==> src/rtl/disparity_frame_sequencer.sv <==
// Frame-level sequencer for the min-disparity core: raster walk, result tagging,
// left-edge zeroing and a credit-protected write FIFO toward the disparity map.
module disparity_frame_sequencer #(
    parameter int unsigned IMG_W      = 640,
    parameter int unsigned IMG_H      = 480,
    parameter int unsigned DMAX_COLS  = 32,
    parameter int unsigned CORE_LAT   = 1,
    parameter int unsigned FIFO_DEPTH = 4,
    parameter int unsigned ADDR_W     = 19
) (
    input  logic              i_clk,
    input  logic              i_rst_n,
    input  logic              i_start,
    input  logic              i_pix_valid,
    output logic              o_pix_ready,
    output logic              o_core_valid,
    input  logic              i_core_valid,
    input  logic [7:0]        i_core_disp,
    output logic              o_wr_valid,
    output logic [ADDR_W-1:0] o_wr_addr,
    output logic [7:0]        o_wr_data,
    input  logic              i_wr_ready,
    output logic              o_busy,
    output logic              o_frame_done,
    output logic              o_err
);

    localparam int unsigned XW = (IMG_W > 1) ? $clog2(IMG_W) : 1;
    localparam int unsigned YW = (IMG_H > 1) ? $clog2(IMG_H) : 1;
    localparam int unsigned PW = $clog2(FIFO_DEPTH);
    localparam int unsigned CW = PW + 1;

    typedef enum logic [1:0] {
        S_IDLE  = 2'd0,
        S_RUN   = 2'd1,
        S_DRAIN = 2'd2,
        S_DONE  = 2'd3
    } state_t;

    // Tag travelling alongside a pixel through the core.
    typedef struct packed {
        logic              valid;
        logic [ADDR_W-1:0] addr;
        logic              edge_col;
    } tag_t;

    // One buffered write toward the disparity-map memory.
    typedef struct packed {
        logic [ADDR_W-1:0] addr;
        logic [7:0]        data;
    } wr_t;

    state_t            state_q, state_d;
    logic [XW-1:0]     x_q, x_d;
    logic [YW-1:0]     y_q, y_d;
    logic [ADDR_W-1:0] addr_q, addr_d;
    tag_t              tag_q [CORE_LAT];
    tag_t              tag_d [CORE_LAT];
    wr_t               mem_q [FIFO_DEPTH];
    wr_t               mem_d [FIFO_DEPTH];
    logic [PW-1:0]     wr_ptr_q, wr_ptr_d;
    logic [PW-1:0]     rd_ptr_q, rd_ptr_d;
    logic [CW-1:0]     cnt_q, cnt_d;
    logic [CW-1:0]     out_q, out_d;
    logic              err_q, err_d;

    logic              pix_ready_c;
    logic              issue_c;
    logic              pop_c;
    logic              push_c;
    logic              fifo_full_c;
    logic              last_pix_c;
    tag_t              tag_out_c;

    // Handshake decode: credits gate acceptance, core never stalls.
    always_comb begin
        pix_ready_c = (state_q == S_RUN) && (out_q < CW'(FIFO_DEPTH));
        issue_c     = pix_ready_c && i_pix_valid;
        tag_out_c   = tag_q[CORE_LAT-1];
        fifo_full_c = (cnt_q == CW'(FIFO_DEPTH));
        pop_c       = (cnt_q != '0) && i_wr_ready;
        push_c      = i_core_valid && tag_out_c.valid && (!fifo_full_c || pop_c);
        last_pix_c  = (x_q == XW'(IMG_W - 1)) && (y_q == YW'(IMG_H - 1));
    end

    // Frame FSM: next-state logic.
    always_comb begin
        state_d = state_q;
        case (state_q)
            S_IDLE:  if (i_start) state_d = S_RUN;
            S_RUN:   if (issue_c && last_pix_c) state_d = S_DRAIN;
            S_DRAIN: if (out_q == '0) state_d = S_DONE;
            S_DONE:  state_d = S_IDLE;
            default: state_d = S_IDLE;
        endcase
    end

    // Raster position and incremental write address.
    always_comb begin
        x_d    = x_q;
        y_d    = y_q;
        addr_d = addr_q;
        if ((state_q == S_IDLE) && i_start) begin
            x_d    = '0;
            y_d    = '0;
            addr_d = '0;
        end else if (issue_c) begin
            if (x_q == XW'(IMG_W - 1)) begin
                x_d = '0;
                y_d = y_q + YW'(1);
            end else begin
                x_d = x_q + XW'(1);
            end
            addr_d = addr_q + ADDR_W'(1);
        end
    end

    // Tag shift register, aligned with the core's fixed latency.
    always_comb begin
        tag_d[0].valid    = issue_c;
        tag_d[0].addr     = addr_q;
        tag_d[0].edge_col = (32'(x_q) < DMAX_COLS);
        for (int unsigned i = 1; i < CORE_LAT; i++) begin
            tag_d[i] = tag_q[i-1];
        end
    end

    // Result FIFO: tagged push from the core, pop toward memory.
    always_comb begin
        mem_d    = mem_q;
        wr_ptr_d = wr_ptr_q;
        rd_ptr_d = rd_ptr_q;
        cnt_d    = cnt_q;
        if (push_c) begin
            mem_d[wr_ptr_q].addr = tag_out_c.addr;
            mem_d[wr_ptr_q].data = tag_out_c.edge_col ? 8'd0 : i_core_disp;
            wr_ptr_d             = wr_ptr_q + PW'(1);
        end
        if (pop_c) begin
            rd_ptr_d = rd_ptr_q + PW'(1);
        end
        case ({push_c, pop_c})
            2'b10:   cnt_d = cnt_q + CW'(1);
            2'b01:   cnt_d = cnt_q - CW'(1);
            default: cnt_d = cnt_q;
        endcase
    end

    // Outstanding credits and sticky protocol error.
    always_comb begin
        out_d = out_q;
        if (issue_c && !pop_c) begin
            out_d = out_q + CW'(1);
        end else if (!issue_c && pop_c) begin
            out_d = out_q - CW'(1);
        end
        err_d = err_q
              | (i_core_valid != tag_out_c.valid)
              | (i_core_valid && tag_out_c.valid && fifo_full_c && !pop_c);
    end

    // State registers with synchronous active-low reset.
    always_ff @(posedge i_clk) begin
        if (!i_rst_n) begin
            state_q  <= S_IDLE;
            x_q      <= '0;
            y_q      <= '0;
            addr_q   <= '0;
            wr_ptr_q <= '0;
            rd_ptr_q <= '0;
            cnt_q    <= '0;
            out_q    <= '0;
            err_q    <= 1'b0;
            for (int unsigned i = 0; i < CORE_LAT; i++) begin
                tag_q[i] <= '0;
            end
            for (int unsigned i = 0; i < FIFO_DEPTH; i++) begin
                mem_q[i] <= '0;
            end
        end else begin
            state_q  <= state_d;
            x_q      <= x_d;
            y_q      <= y_d;
            addr_q   <= addr_d;
            wr_ptr_q <= wr_ptr_d;
            rd_ptr_q <= rd_ptr_d;
            cnt_q    <= cnt_d;
            out_q    <= out_d;
            err_q    <= err_d;
            tag_q    <= tag_d;
            mem_q    <= mem_d;
        end
    end

    // Output decode from registered state.
    always_comb begin
        o_pix_ready  = pix_ready_c;
        o_core_valid = issue_c;
        o_wr_valid   = (cnt_q != '0);
        o_wr_addr    = mem_q[rd_ptr_q].addr;
        o_wr_data    = mem_q[rd_ptr_q].data;
        o_busy       = (state_q != S_IDLE);
        o_frame_done = (state_q == S_DONE);
        o_err        = err_q;
    end

endmodule

==> config.mk <==
export PLATFORM = sky130hd
export DESIGN_NAME = disparity_frame_sequencer
export DESIGN_NICKNAME = d
export VERILOG_FILES = /design/src/rtl/disparity_frame_sequencer.sv
export SDC_FILE = /design/constraint.sdc
export NUM_CORES = 1
export LEC_CHECK = 0
export ABC_AREA = 1
export CAP_MARGIN = 10
export CORE_ASPECT_RATIO = 0.7
export CORE_UTILIZATION = 45
export CTS_CLUSTER_SIZE = 24
export DETAILED_ROUTE_END_ITERATION = 16
export DONT_BUFFER_PORTS = 1
export HOLD_SLACK_MARGIN = 0.02
export PLACE_DENSITY = 0.58
export SLEW_MARGIN = 20
export SYNTH_ARGS = -nofsm -noshare
export SYNTH_HDL_FRONTEND = slang
export SYNTH_SLANG_ARGS = --single-unit
==> constraint.sdc <==
create_clock -name i_clk -period 2 [get_ports i_clk]
set_input_delay 0.1 -clock i_clk [delete_from_list [all_inputs] [get_ports i_clk]]
set_output_delay 0.1 -clock i_clk [all_outputs]
set_load 0.02 [all_outputs]
==> metrics.txt <==
status=finished, final reports clean; DR DRC count=0; Worst path slowest cell=o22ai_1; Lkg Pwr=roughly 3.4 nW; Worst Setup Start Kind=flop; Mapped Area=between 7000 and 8000 um^2; Post-Synth Adder-Cell Area=0.0291; Final Slew Violations=0; Main synth FF type=dfxtp_1; routed via count=a little under 7000; largest net degree at the start of global routing=89; # diodes=0; non-filler cells, final=roughly 1300; DRT iter0 DRCs=between 500 and 600; Routed WL=20100 um; EDFF count, synth=0; Buffers on Ports=0; area post-placement=8170 um^2; Netlist cell types=37; Sink Count=180; Die Ht=112 um; Crit path required time=~1.9 ns; Hold Path Class=in -> reg; overflow left after global routing=0; proportion of power drawn by the clock network=0.405; VDD IR max=around 0.54 mV; Layout area overhead=14.2%; P_sw=2.41 mW; CP max FO=22; crit path time final=about 1.9 ns; Synth Area in XOR/XNOR=0.00896; WL/cell=~15 um; CP Cell Sequence=clkinvlp_4 -> buf_6 -> o21ai_0 -> o22ai_1; Die ar.=17900 um^2; compound-cell area share of the yosys netlist=0.181; Clk Latency, worst-skew pair=~0.44 ns; final hold violation count=0; Setup WS post-layout=between 0.1 and 0.15 ns; initial antenna violation count=1; clock-pin slew of the registers on the worst-case setup and hold paths=about 0.07 ns; RSZ-0062 raised after global routing=no; syn_nets=~1100; Antenna Nets Post-Route=0; post-synthesis mux area share=0; fmax=0.531 GHz; core area=16600 um^2; Num CTS Buffers=17; Final HPWL DP=12500 um; commonest non-fill, non-tap cell in the layout=nand2_1; most frequent cells in the layout=240 x nand2_1, 177 x dfxtp_1, 146 x a21oi_1; Mapped Cells=~1100; post-synthesis sequential area ratio=0.461; TritonCTS clock tree=done; Critical Path End Type=primary output; sequential share of power=0.452; layout cells sized above 1=0.0883; Crit Path Category=reg -> out; max_slew headroom=0.444; first-pass GRT wire length=between 30000 and 40000 um; cell row count=39; Via density=roughly 5; GRT Util Overall=0.237; switching power share of the total=0.293; Initial DRT Pass Iterations=7; worst-margin pin slew=around 0.83 ns; final setup vio count=0; vias in the first global route=between 6000 and 7000; final setup TNS=0 ns; final critical-path share of the clock period=0.941; Post-Synth Simple-Gate Area=0.239; WP data arrival=between 1.5 and 2 ns; Max-cap violations=0; # IOs=between 40 and 50; post-layout util=0.536; Place WS=about 0.14 ns; Synth async-reset ratio=0; htree depth=4; Mean Syn Cell Area=7.25 um^2; hold slack=approximately 0.046 ns; main combinational cell family by area after synthesis=simple AND/OR/NAND/NOR gates; final net count=around 1100; total power density per cell area=about 920 nW/um^2; CTS root buf=clkbuf_16; P_int=slightly below 6 mW; Combinational Power Share=0.143; FF+latch count, synth=between 150 and 200; dpl cells=roughly 1300; initial core utilization=0.470; routability cong.=~0.77; final instance area=8920 um^2; Syn. warnings=0; clk buf depth=2; Worst Skew=about 0.0082 ns; Die X=~160 um; Power Total=between 8 and 9 mW; slowest cell delay on critical path=about 0.5 ns
-- worst max-delay path: cells and delay by family (launching register included) --
| family | cells | cell delay [ns] |
|---|---|---|
| compound gates | 2 | 0.62 |
| buf+inv | 2 | 0.38 |
| flops | 1 | 0.35 |
-- metal layers --
metal	wire, um	track usage	vias to the layer above
li1	-	-	3522
met1	10200	0.335	3063
met2	8510	0.363	150
met3	1170	0.0525	16
met4	185	0.0622	0
met5	0	0	-
-- area by class of cell --
cell class | count | area [um^2]
multi-input cells | 744 | 3590
flip-flops and latches | 180 | 3610
clock buffers | 18 | 439
clock inverters | 14 | 144
fillers | 1633 | 7710
well taps | 225 | 282
repair buffers | 47 | 489
inverters | 96 | 372
-- synthesized netlist by cell type (2+ instances only) --
cell        n  area [um^2]
xor2_1      7         61.3
nand3_1    52          260
dfxtp_1   180         3600
a21oi_1   146          731
inv_1      89          334
nand4_1     6         37.5
nor2_1    117          439
nor3b_1     2         15.0
fa_1        2         40.0
buf_1       7         26.3
nand2_1   240          901
clkbuf_1   27          101
o22ai_1    23          144
nor2_2      5         31.3
buf_2      21          105
nand2_2     4         25.0
buf_4       3         22.5
nor2_4      3         33.8
nand3_4     2         35.0
nor3_1      6         30.0
ha_1       15          188
o21ai_0   103          515
inv_2       5         18.8
-- worst paths after layout --
path,start,to,slack (ns),cells after the start
worst min-delay path,i_rst_n,cnt_q[1],0.05,3
worst max-delay path,rd_ptr_q[0],o_wr_addr[0],0.12,4
worst max register to register,cnt_q[0],cnt_q[2],0.15,10
worst min register to register,mem_q[31],mem_q[31],0.45,2
-- flip-flops by register name (all words and copies together) (netlist names) --
register   flops
mem_q        108
tag_out_c     21
addr_q        19
x_q           10
y_q            9
cnt_q          3
out_q          3
rd_ptr_q       2
state_q        2
wr_ptr_q       2
o_err          1
-- power groups by stage --
| stage | registers, mW | clock network [mW] | logic [mW] |
|---|---|---|---|
| after CTS | 3.71 | 3.40 | 1.16 |
| after floorplan | 3.79 | 0 | 0.806 |
| after detailed placement | 3.79 | 0 | 1.12 |
| after global routing | 3.73 | 3.55 | 1.32 |
| after global placement | 3.79 | 0 | 1.12 |
| final | 3.72 | 3.34 | 1.17 |
-- cells by family after synthesis --
group           Yosys count
buf+inv                 155
fa+ha+maj                17
xor+xnor                  8
simple gates            444
compound gates          275
flops                   180
-- timing repair --
action	CTS	global route
buffers inserted	0	0
hold buffers	14	0
hold endpoints to repair	64	0
resized for setup	0	7
endpoints found under the setup margin	0	9
Note: power is estimated with default switching activity, not from simulation.
